## src/rtl/wish_blinky_multi.sv

```systemverilog
// Multi-channel LED pattern blinker behind a Wishbone-subset slave port.
// Each channel shifts its pattern on a shared prescaler tick and drives an active-low LED.
module wish_blinky_multi #(
    parameter int unsigned NUM_CH    = 4,
    parameter int unsigned MASK_BITS = 8,
    parameter int unsigned DIV_BITS  = 22,
    parameter int unsigned DAT_W     = 8,
    parameter int unsigned ADR_BITS  = 4
) (
    input  logic                CLK_I,
    input  logic                RST_I,
    input  logic                STB_I,
    input  logic                WE_I,
    input  logic [ADR_BITS-1:0] ADR_I,
    input  logic [DAT_W-1:0]    DAT_I,
    output logic [DAT_W-1:0]    DAT_O,
    output logic                ACK_O,
    output logic [NUM_CH-1:0]   oN_led
);

    localparam int unsigned IDX_W = ADR_BITS - 1;

    logic [DIV_BITS-1:0]  div_q;
    logic                 tick_c;
    logic [MASK_BITS-1:0] mask_q [NUM_CH];
    logic [MASK_BITS-1:0] mask_d [NUM_CH];
    logic [NUM_CH-1:0]    en_q, en_d;
    logic [NUM_CH-1:0]    mode_q, mode_d;
    logic [NUM_CH-1:0]    done_q, done_d;
    logic                 acc_c, wr_c, ctl_c;
    logic [IDX_W-1:0]     idx_c;
    logic [DAT_W-1:0]     rd_c;

    // A new access is taken only when no acknowledge is pending, giving one access per two cycles.
    assign acc_c  = STB_I & ~ACK_O;
    assign wr_c   = acc_c & WE_I;
    assign ctl_c  = ADR_I[ADR_BITS-1];
    assign idx_c  = ADR_I[ADR_BITS-2:0];
    assign tick_c = &div_q;

    // Read mux; unmapped addresses return zero.
    always_comb begin
        rd_c = '0;
        if (ctl_c) begin
            if (idx_c == IDX_W'(0))
                rd_c = DAT_W'(en_q);
            else if (idx_c == IDX_W'(1))
                rd_c = DAT_W'(mode_q);
            else if (idx_c == IDX_W'(2))
                rd_c = DAT_W'(done_q);
        end else begin
            for (int c = 0; c < NUM_CH; c++) begin
                if (idx_c == IDX_W'(c))
                    rd_c = DAT_W'(mask_q[c]);
            end
        end
    end

    // Register writes and per-channel shifting; a mask write overrides a same-cycle tick.
    always_comb begin
        en_d   = en_q;
        mode_d = mode_q;
        done_d = done_q;
        for (int c = 0; c < NUM_CH; c++)
            mask_d[c] = mask_q[c];

        if (wr_c && ctl_c) begin
            if (idx_c == IDX_W'(0))
                en_d = DAT_I[NUM_CH-1:0];
            else if (idx_c == IDX_W'(1))
                mode_d = DAT_I[NUM_CH-1:0];
            else if (idx_c == IDX_W'(2))
                done_d = done_q & ~DAT_I[NUM_CH-1:0];
        end

        for (int c = 0; c < NUM_CH; c++) begin
            if (wr_c && !ctl_c && (idx_c == IDX_W'(c))) begin
                mask_d[c] = DAT_I[MASK_BITS-1:0];
                done_d[c] = 1'b0;
            end else if (tick_c && en_q[c] && (mask_q[c] != '0)) begin
                if (mode_q[c]) begin
                    mask_d[c] = {mask_q[c][MASK_BITS-2:0], 1'b0};
                    if (mask_q[c][MASK_BITS-2:0] == '0)
                        done_d[c] = 1'b1;
                end else begin
                    mask_d[c] = {mask_q[c][MASK_BITS-2:0], mask_q[c][MASK_BITS-1]};
                end
            end
        end
    end

    always_ff @(posedge CLK_I or posedge RST_I) begin
        if (RST_I) begin
            div_q  <= '0;
            en_q   <= '0;
            mode_q <= '0;
            done_q <= '0;
            DAT_O  <= '0;
            ACK_O  <= 1'b0;
            for (int c = 0; c < NUM_CH; c++)
                mask_q[c] <= '0;
        end else begin
            div_q  <= div_q + DIV_BITS'(1);
            en_q   <= en_d;
            mode_q <= mode_d;
            done_q <= done_d;
            ACK_O  <= acc_c;
            if (acc_c && !WE_I)
                DAT_O <= rd_c;
            for (int c = 0; c < NUM_CH; c++)
                mask_q[c] <= mask_d[c];
        end
    end

    // LEDs are active-low and follow each pattern's MSB.
    always_comb begin
        oN_led = '1;
        for (int c = 0; c < NUM_CH; c++)
            oN_led[c] = ~mask_q[c][MASK_BITS-1];
    end

endmodule

```

## config.mk

```make
export PLATFORM = sky130hd
export DESIGN_NAME = wish_blinky_multi
export DESIGN_NICKNAME = d
export VERILOG_FILES = /design/src/rtl/wish_blinky_multi.sv
export SDC_FILE = /design/constraint.sdc
export NUM_CORES = 1
export LEC_CHECK = 0
export ABC_AREA = 0
export BUFFER_PORTS_ARGS = -buffer_cell sky130_fd_sc_hd__buf_2
export CORE_MARGIN = 5
export CORE_UTILIZATION = 27
export CTS_CLUSTER_DIAMETER = 40
export DETAILED_ROUTE_END_ITERATION = 16
export PLACE_DENSITY = 0.47
export SETUP_SLACK_MARGIN = 0.2
export SYNTH_ARGS = -nofsm -noshare
export SYNTH_HDL_FRONTEND = slang
export SYNTH_SLANG_ARGS = --single-unit
```

## constraint.sdc

```tcl
create_clock -name CLK_I -period 2.66 [get_ports CLK_I]
set_input_delay 0.133 -clock CLK_I [delete_from_list [all_inputs] [get_ports CLK_I]]
set_output_delay 0.133 -clock CLK_I [all_outputs]
set_load 0.02 [all_outputs]
```

==> out/qor_table.md <==
| Metric | This run |
|---|---|
| Run status | finished clean |
| Root cell of the clock tree | sky130_fd_sc_hd__clkbuf_16 |
| Congestion Overflow GR | 0 |
| Largest fanout of any net on the critical path | 18 |
| Category of the critical setup timing path | reg2reg |
| Post-detailed-route count of antenna-violating nets | 0 |
| Dpl cells | 633 |
| Die area | 17900 sq um |
| Number of antenna violations at the first check in global routing | 0 |
| FF-to-FF path depth | 6 |
| Longest Clk Path Bufs | 2 |
| Std-Cell Core Area | 15100 sq um |
| Worst path required time | 2850 ps |
| Min cycle time layout | 2130 ps |
| Asr flop ratio synth | 1.00 |
| Clock-pin slew reported for the worst setup and hold paths after clock tree synthesis | 60 ps |
| Clock buffers created by TritonCTS | 9 |
| Via count normalized by instance count | 5.73 |
| Highest ir drop seen on vdd | 0.351 mV |
| Area growth from synthesis to final layout | 17.5% |
| Setup Buffers After CTS | 0 |
| Unique cell type count in the Yosys netlist | 49 |
| Min-Delay Path Depth | 3 |
| Top-level port count | 29 |
| Non-filler instance count after layout | 650 |
| Number of instances in the synthesized netlist | 433 |
| Clock insertion delay at the later pin of the skew report | 350 ps |
| Synth warn | 0 |
| Detailed-route via count | 3724 |
| RSZ-0062 raised after global routing | false |
| Final clock skew | 9.10 ps |
| Number of remaining DRC errors | 0 |
| Total of max-cap violations | 0 |
| CTS tree | built |
| Number of global-route vias before repair | 3670 |
| PortBufs | 28 |
| Finish-stage setup viols | 0 |
| Most common cell after layout, fill and taps aside | sky130_fd_sc_hd__dfrtp_1 |
| #FFs+latches synth | 75 |
| Placed Instance Area | 4530 sq um |
| Count of flip-flops with a built-in enable after synthesis | 0 |
| Startpoint Class | register |
| Initial Utilization | 0.273 |
| Area of all placed cells without fillers | 4870 sq um |
| Vertical extent of the die | 134 microns |
| Synthesized net count | 450 |
| X dimension of the die | 134 microns |
| Register area share after synthesis | 0.453 |
| Sum of internal, switching and leakage power | 3.24 mW |
| Utilization after layout | 0.321 |
| Kind of end point of the critical path | register |
| Timing-limited maximum frequency | 0.471 GHz |
| Most common flop cell mapped by yosys | sky130_fd_sc_hd__dfrtp_1 |
| Maximum number of pins on one net before global-route repair | 76 |
| Worst Path Arrival | 2320 ps |
| Average routed wire per standard cell | 20.2 microns |
| Number of DRC markers after the initial detailed-route iteration | 451 |
| CTS H-tree lvls | 3 |
| Final number of hold-violating endpoints | 0 |
| Transition time at the pin with the least slew margin | 769 ps |
| First-pass GRT wire length | 21000 microns |
| HPWL reported at the end of detailed placement | 9060 microns |
| First drt pass iteration count | 5 |
| Number of inserted diodes | 0 |
| Core Rows | 45 |
| Pleak | 1.91 nW |
| Worst max-slew margin expressed relative to the limit | 0.486 |
| Number of max-slew violations in the final report | 0 |
| Final net count | 474 |
| Final weighted congestion in routability-driven placement | 0.835 |
| Most frequent cells in the layout | sky130_fd_sc_hd__dfrtp_1 (75), sky130_fd_sc_hd__buf_2 (28), sky130_fd_sc_hd__nand2_1 (27), sky130_fd_sc_hd__o31ai_1 (27) |
| All-Layer GR Usage | 0.150 |
| Mapped Avg Cell Area | 9.56 sq um |
| Post-synthesis instance area | 4140 sq um |
| Worst setup slack for register-to-register paths | 530 ps |
| Final wirelength | 13100 microns |
| Areal power density over the cells | 666 nW/um^2 |
| Setup TNS after final layout | 0 ps |
| Fraction of layout instances using a drive strength above 1 | 0.162 |
| CTS Sinks | 75 |
| Period utilization | 0.799 |
| Min-delay worst type | in2reg |
## registers in the layout, summed over array words and instances, names as in the netlist
signal / cells
mode_q: 4
div_q: 22
ACK_O: 1
DAT_O: 8
en_q: 4
mask_q: 32
done_q: 4
## repair_timing
| action | 4_1_cts | 5_1_grt |
|---|---|---|
| gates resized for setup | 0 | 1 |
| hold endpoints to repair | 75 | 0 |
| endpoints found under the setup margin | 0 | 8 |
| hold buffers | 1 | 0 |
## worst max-delay path: stages, from the launching register on
cell and delay [ps]:
sky130_fd_sc_hd__dfrtp_1 400, sky130_fd_sc_hd__ha_1 190, sky130_fd_sc_hd__nand2_1 150, sky130_fd_sc_hd__or4_4 620, sky130_fd_sc_hd__buf_4 260, sky130_fd_sc_hd__o31ai_1 250
sky130_fd_sc_hd__a22oi_1 100
## cells in the mapped netlist (all sizes together) (4+ instances only)
| cell | instances | area [sq um] |
|---|---|---|
| buf | 7 | 32.5 |
| o221ai | 7 | 61.3 |
| nand2 | 27 | 101 |
| nor2 | 23 | 86.3 |
| xor2 | 4 | 35.0 |
| nand3 | 16 | 80.1 |
| or4 | 9 | 71.3 |
| mux2i | 4 | 40.0 |
| inv | 18 | 67.6 |
| nor3 | 9 | 45.0 |
| and3 | 9 | 56.3 |
| nand4 | 24 | 165 |
| a41oi | 11 | 96.3 |
| o21ai | 22 | 110 |
| a31oi | 17 | 106 |
| and4 | 4 | 35.0 |
| a211oi | 6 | 45.0 |
| dfrtp | 75 | 1880 |
| clkbuf | 22 | 82.6 |
| a21oi | 6 | 33.8 |
| o31ai | 27 | 203 |
| nor4 | 12 | 87.6 |
| xnor2 | 16 | 140 |
| or2 | 5 | 31.3 |
| nor2b | 8 | 50.1 |
| a22oi | 12 | 90.1 |
## stage by stage
step / hold slack, ps / worst slack, ps
CTS: 46.0 / 334
detailed placement: 273 / 351
floorplan: 229 / 588
global placement: 265 / 398
global route: 80.1 / 369
finish: 64.1 / 535
## logic make-up (layout without fill, tap and decap cells)
family	after synthesis	count (layout)	synth area share
XOR/XNOR	20	20	0.0423
adder cells (fa/ha/maj)	1	1	0.00302
flip-flops	75	75	0.453
multiplexers	9	9	0.0287
buffers and inverters	48	77	0.0450
AO/OA/AOI/OAI	125	125	0.216
AND/OR/NAND/NOR	155	155	0.211
## power by group
group	switching [mW]	total [mW]	leakage (nW)	internal (mW)
Clock	0.513	1.36	0.155	0.847
Sequential	0.174	1.45	0.897	1.27
Combinational	0.259	0.432	0.860	0.174
## final timing paths
| check | to | startpoint |
|---|---|---|
| worst max-delay path | mask_q[5] | div_q[0] |
| worst min-delay path | mode_q[0] | DAT_I[0] |
| worst max register to register | mask_q[5] | div_q[0] |
| worst min register to register | div_q[10] | div_q[10] |
| max in group asynchronous | mask_q[26] | RST_I |
| min in group asynchronous | mask_q[2] | RST_I |
## metal layers
layer	track usage	routed length (microns)	vias up	part of all wire
met5	0	0	-	0
met4	0.0577	310	0	0.024
met3	0.0263	687	27	0.052
met2	0.232	5920	131	0.45
met1	0.211	6190	1840	0.47
li1	-	-	1726	-
## final cells by class
| class | count | area (sq um) |
|---|---|---|
| Clock buffer | 10 | 239 |
| Tap cell | 188 | 235 |
| Sequential cell | 75 | 1880 |
| Multi-Input combinational cell | 310 | 2100 |
| Clock inverter | 6 | 88.8 |
| Inverter | 19 | 71.3 |
| Timing Repair Buffer | 42 | 260 |
| Fill cell | 1569 | 10300 |
Power figures use the tool's default switching activity.
